[config.mk]
export PLATFORM = sky130hd
export DESIGN_NAME = exhaustive_stim_misr
export DESIGN_NICKNAME = d
export VERILOG_FILES = /design/src/rtl/exhaustive_stim_misr.sv
export SDC_FILE = /design/constraint.sdc
export NUM_CORES = 1
export LEC_CHECK = 0
export BUFFER_PORTS_ARGS = -buffer_cell sky130_fd_sc_hd__buf_2
export CAP_MARGIN = 20
export CORE_ASPECT_RATIO = 1.1
export CORE_UTILIZATION = 53
export CTS_CLUSTER_SIZE = 20
export DETAILED_ROUTE_END_ITERATION = 7
export PLACE_DENSITY = 0.79
export SLEW_MARGIN = 20
export SYNTH_ARGS = -nofsm -noshare
export SYNTH_HDL_FRONTEND = slang
export SYNTH_SLANG_ARGS = --single-unit
[constraint.sdc]
create_clock -name clk -period 2.9 [get_ports clk]
set_input_delay 0.58 -clock clk [delete_from_list [all_inputs] [get_ports clk]]
set_output_delay 0.58 -clock clk [all_outputs]
set_load 0.01 [all_outputs]
[src/rtl/exhaustive_stim_misr.sv]
// rtl/exhaustive_stim_misr.sv - exhaustive CUT stimulus generator with response MISR
// Optional macro STIM_GRAY_EN drives stim in Gray order instead of binary.
module exhaustive_stim_misr #(
  parameter int               STIM_W = 15,
  parameter int               RESP_W = 5,
  parameter int               SIG_W  = 16,
  parameter logic [SIG_W-1:0] POLY   = 16'h1021,
  parameter logic [SIG_W-1:0] SEED   = 16'h0000,
  parameter int               SETTLE = 1
) (
  input  logic              clk,
  input  logic              rst_n,
  input  logic              start,
  input  logic              abort,
  input  logic [RESP_W-1:0] resp,
  output logic [STIM_W-1:0] stim,
  output logic [STIM_W-1:0] vec_count,
  output logic              capture_stb,
  output logic              busy,
  output logic              done,
  output logic [SIG_W-1:0]  signature
);

  typedef enum logic [1:0] {IDLE, HOLD, LAST, DONE} state_t;

  localparam logic [7:0]        SETTLE_L = 8'(SETTLE);
  localparam logic [STIM_W-1:0] VEC_LAST = '1;

  state_t            state;
  logic [7:0]        settle_cnt;
  logic [SIG_W-1:0]  misr_next;
  logic [STIM_W-1:0] vec_next;

  function automatic logic [STIM_W-1:0] to_stim(input logic [STIM_W-1:0] v);
`ifdef STIM_GRAY_EN
    return v ^ (v >> 1);
`else
    return v;
`endif
  endfunction

  always_comb begin
    misr_next = {signature[SIG_W-2:0], 1'b0}
              ^ (signature[SIG_W-1] ? POLY : '0)
              ^ SIG_W'(resp);
    vec_next  = vec_count + 1'b1;
  end

  always_ff @(posedge clk or negedge rst_n) begin
    if (!rst_n) begin
      state       <= IDLE;
      settle_cnt  <= '0;
      stim        <= '0;
      vec_count   <= '0;
      capture_stb <= 1'b0;
      busy        <= 1'b0;
      done        <= 1'b0;
      signature   <= SEED;
    end else begin
      capture_stb <= 1'b0;
      case (state)
        IDLE, DONE: begin
          if (start) begin
            state      <= HOLD;
            stim       <= to_stim('0);
            vec_count  <= '0;
            signature  <= SEED;
            settle_cnt <= '0;
            busy       <= 1'b1;
            done       <= 1'b0;
          end
        end
        HOLD: begin
          // abort wins over a capture on the same edge; signature is kept for debug
          if (abort) begin
            state      <= IDLE;
            busy       <= 1'b0;
            done       <= 1'b0;
            stim       <= '0;
            vec_count  <= '0;
            settle_cnt <= '0;
          end else if (settle_cnt == SETTLE_L) begin
            signature   <= misr_next;
            capture_stb <= 1'b1;
            settle_cnt  <= '0;
            if (vec_count == VEC_LAST) begin
              state <= LAST;
            end else begin
              vec_count <= vec_next;
              stim      <= to_stim(vec_next);
            end
          end else begin
            settle_cnt <= settle_cnt + 8'd1;
          end
        end
        LAST: begin
          if (abort) begin
            state      <= IDLE;
            busy       <= 1'b0;
            done       <= 1'b0;
            stim       <= '0;
            vec_count  <= '0;
            settle_cnt <= '0;
          end else begin
            state <= DONE;
            busy  <= 1'b0;
            done  <= 1'b1;
          end
        end
        default: state <= IDLE;
      endcase
    end
  end

endmodule

### Yosys cells after proc, flatten, opt, wreduce, memory -nomap -nowiden

Cells that the tools add are included.

| operators by class | value |
|---|---|
| equality and inequality tests | 13 |
| reduce and logical (&&, ||, !) cells | 8 |
| $add $sub $neg | 2 |
| bitwise operators | 2 |
| multiplexer cells | 31 |

Operator list:

| operator | count |
|---|---|
| 2-to-1 mux 15 bit | 5 |
| 2-to-1 mux 16 bit | 3 |
| one-hot mux 15 bit (3 select lines) | 1 |
| 2-to-1 mux 8 bit | 4 |
| one-hot mux 16 bit (2 select lines) | 1 |
| one-hot mux 8 bit (3 select lines) | 1 |
| XOR 16 x 13 -> 16 bit | 1 |
| XOR 16 x 5 -> 16 bit | 1 |
| adder 15 x 1 -> 15 bit (second input constant) | 1 |
| equality test 15 bit (second input constant) | 1 |
| 2-to-1 mux 13 bit | 1 |
| 2-to-1 mux 2 bit | 5 |
| != test 2 bit (second input constant) | 5 |
| != test 3 bit (second input constant) | 3 |
| adder 8 x 1 -> 8 bit (second input constant) | 1 |
| equality test 8 x 1 -> 1 bit (second input constant) | 1 |
| AND reduction 4 bit | 2 |
| 2-to-1 mux 1 bit | 7 |
| one-hot mux 1 bit (3 select lines) | 2 |
| one-hot mux 2 bit (3 select lines) | 1 |
| equality test 2 bit (second input constant) | 2 |
| AND reduction 2 bit | 2 |
| AND reduction 3 bit | 1 |
| equality test 2 x 1 -> 1 bit (second input constant) | 1 |
| 3 further kinds | 3 |

| word-level totals | value |
|---|---|
| register bits | 44 |
| word-level logic and storage cells | 63 |
| bits of input ports | 9 |

### Logic depth before layout (Yosys ltp)

| depth | value |
|---|---|
| word-level depth | 6 |
| mapped depth | 9 |
| mapped depth without buffers | 7 |

### Least setup slack after synthesis

Ideal clock, no wire load.

| timing | value |
|---|---|
| kind | register to register |
| start | register state[0] |
| end | register vec_count[11] |
| library setup time | 0.120 ns |
| cell stages (with the launch flop) | 8 |
| buffers on the path | 0 |
| data arrival time | 2.103 ns |
| period minus slack after synthesis | 2.224 ns |
| data required time | 2.780 ns |
| setup slack | 0.676 ns |
| cells stage by stage | dfrtp_1 > inv_1 > ha_1 > nor2b_1 > or4_4 > a211oi_4 > a31oi_1 > a41o_1 |

| on the way | value |
|---|---|
| cells in the longest elaborated chain, start to end | 4 |
| elaborated cells on any way between the ends | 11 |

Ends and longest elaborated chain:

| item | line | RTL |
|---|---|---|
| from (decl) | 29 | `state_t state;` |
| from (signal assigned) | 51 | `state <= IDLE;` |
| from (signal assigned) | 64 | `state <= HOLD;` |
| from (signal assigned) | 76 | `state <= IDLE;` |
| equality test 2 bit / logical NOT 2 bit (equally long branches) | 61 | `case (state)` |
| OR reduction 2 bit | 61 |  |
| != test 2 bit (no source line) | n/a |  |
| AND reduction 4 bit (no source line) | n/a |  |
| to (signal assigned) | 89 | `vec_count <= vec_next;` |
| to (decl) | 17 | `output logic [STIM_W-1:0] vec_count,` |

Parallel ways exist; a longest one is shown, timed or not.
A chain may end at the register's enable or synchronous reset.

### Final worst setup path

| timing | value |
|---|---|
| start | register state[0] |
| end | register vec_count[9] |

The elaborated chain is that of the path after synthesis.

==> impl_metrics.tcl <==
set metrics [dict create \
    cts_resized 0 \
    cts_made_buffers 5 \
    ir_worst_vdd_mv 0.469 \
    post-route-util_pct 63.1 \
    path_clk_slew_ps 80 \
    critPathLaunchType "flip-flop" \
    relSlewSlack_pct 36.4 \
    setup_viol 0 \
    io_pins 58 \
    gp_congestion 0.891 \
    core_area_mm2 0.00432 \
    crit_path_end_kind "flip-flop" \
    avgSynthCellArea_um2 9.39 \
    ys_ff_latch 44 \
    drt_iter0_markers 99 \
    post-synth-top-area-cell "dfrtp_1" \
    io_buffers 57 \
    use_met1_pct 28.8 \
    critPathMaxFanout 7 \
    die_height_um 72.4 \
    cts_tree "built" \
    crit_path_max_incr_delay_ps 580 \
    synth.most_common_cell "dfrtp_1" \
    critPathBufInv 1 \
    vias 1896 \
    dr.pass1.iters 4 \
    status "finished clean" \
    synth_top_family_by_area "simple AND/OR/NAND/NOR gates" \
    via_per_inst 5.33 \
    syn_nets 268 \
    synth_top_area_share_pct 46.1 \
    gr-usage-met2_pct 36.4 \
    ys_top_cells_by_area "dfrtp_1 (46%), buf_4 (5.0%), nand3_1 (4.6%)" \
    hold_viol_final 0 \
    synth_compound_area_share_pct 14.1 \
    yosys.area_share.simple_pct 20.9 \
    grt.total_usage_pct 21.9 \
    synth_ff_type "dfrtp_1" \
    ctsLongestPathBuffers 2 \
    required_ps 3090 \
    max-cap-violations 0 \
    synth-edff-count 0 \
    synthMuxAreaShare_pct 0 \
    ys_async_sr_fraction_pct 100 \
    n_antenna_cell 0 \
    grt_max_degree 45 \
    clock_tree.root_cell "clkbuf_8" \
    synth_cells 254 \
    yosys.area_share.xor_xnor_pct 7.34 \
    fmax_mhz 421 \
    rsz0062_at_grt "no" \
    drt-total-wl_mm 4.70 \
    cts_setup_buffers 0 \
    synthTopCellsByCount "dfrtp_1 (44), nor2_1 (29), nand3_1 (22), o21ai_0 (20), inv_1 (19)" \
    critPathTopFamily "simple AND/OR/NAND/NOR gates" \
    worst_pin_slew_ps 954 \
    hold_buffers 0 \
    clkLatencyLatePin_ps 300 \
    syn2layout_area_growth_pct 14.2 \
    grtUsageMet3_pct 4.72 \
    grt_pass1_vias 1704 \
    initial_utilization_pct 55.3 \
    slowest_stage "or4_4" \
    min_path_type "primary input to async pin" \
    dp_hpwl_mm 3.38 \
    clock-sinks 44 \
    htree_num_levels 2 \
    setup_tns_ps 0 \
    finalCritPeriodShare_pct 81.9 \
    die_area_mm2 0.00477 \
    grt_pass1_wl_mm 7.98 \
    routedWlPerCell_um 13.2 \
    fin_crit_ps 2380 \
    leakagePower_nw 1.37 \
    ant_nets 0 \
    synth_area_mm2 0.00239 \
    path_cells "inv_1 > ha_1 > nor2b_1 > or4_4 > a211oi_4 > a31oi_1 > a41o_1" \
    antenna_found_initial 0 \
    grt.overflow.total 0 \
    finalNetCount 315 \
    drive_gt1_share_pct 26.8 \
    rows 25 \
    die_w_um 66.0 \
    arrival_ps 2560 \
    worstSetupPathType "flip-flop to flip-flop" \
    maxSlewViolCount 0 \
    route.detailed.drc 0 \
    p_per_area_mw_per_mm2 704 \
    top_usage_layer "met2" \
    yosys_warnings 0 \
    yosysUniqueCellTypes 42 \
    synthAdderAreaFrac_pct 2.62 \
    yosysSeqAreaShare_pct 46.1 \
    finalClockSkew_ps 7.81 \
]
## per-layer routing
layer	vias to the layer above	wire length [um]	part of all wire [%]
li1	947	-	-
met1	899	2130	45
met2	44	2330	50
met3	6	180	3.8
met4	0	61	1.3
met5	-	0	0
## final timing paths
kind                              startpoint            to  depth (start not counted)  slack (ps)
worst max register to register      state[0]  vec_count[9]                          7         520
max in group asynchronous              rst_n  vec_count[2]                          1        1870
worst max-delay path                state[0]  vec_count[9]                          7         520
worst min-delay path                   rst_n  vec_count[8]                          1         420
min in group clk                signature[7]  signature[8]                          2         540
worst min register to register  signature[7]  signature[8]                          2         540
## report_power, final
group / internal [mW] / total (mW) / switching [mW]
Combinational: 0.251 / 0.736 / 0.485
Clock: 0.193 / 0.404 / 0.211
Sequential: 0.703 / 0.779 / 0.0755
## registers in the layout (all words and copies together), names as in the netlist
name,count
signature,16
vec_count,15
settle_cnt,8
state,2
busy,1
capture_stb,1
done,1
## kinds of logic (layout without fill, tap and decap cells)
kind of cell | Yosys count | after routing
xor gates and xnor gates | 20 | 20
DFF | 44 | 44
buffers and inverters | 40 | 88
AOI/OAI and AO/OA | 46 | 46
adders and majority gates | 5 | 5
and+or+nand+nor | 99 | 99
## per-stage QoR
stage / power [mW] / area (um2) / hold slack [ps] / setup WS [ps] / instances
finish: 1.92 / 2730 / 418 / 524 / 356
global route: 2.06 / 2730 / 507 / 383 / 356
CTS: 1.94 / 2730 / 465 / 525 / 356
detailed placement: 1.53 / 2630 / 528 / 530 / 348
global placement: 1.51 / 2630 / 513 / 593 / 348
floorplan: 1.31 / 2390 / 284 / 676 / 254
## placed cells by master (no fill, tap or decap), types with 3 or more instances in the layout
cell      synthesis  routed
nor2b_1           4       4
ha_1              5       5
inv_1            19      19
clkbuf_8          0       6
nand3_1          22      22
o21ai_0          20      20
buf_2             2      57
xor2_1           10      10
buf_4            16       4
a21oi_1           4       4
nor3_1            4       4
nand2_1          18      18
a31oi_1           5       5
dfrtp_1          44      44
xnor2_1          10      10
nand2b_1          3       3
a41o_1            3       3
and3_1            4       4
nor2_1           29      29
## area by class of cell
type	count	area, um2
clock buffer	6	82.6
clock inverter	2	15.0
inverter	19	71.3
sequential	44	1100
timing repair buffer	61	315
multi-input combinational	170	1070
fill	359	1590
tap	54	67.6
## worst register-to-register path: cells and delay by family, from the launching register on
kind,cells,cell delay (ps)
AND/OR/NAND/NOR,2,790
AO/OA/AOI/OAI,3,700
flip-flops,1,360
adder cells (fa/ha/maj),1,350
buffers and inverters,1,70
Note: power is estimated with default switching activity, not from simulation.
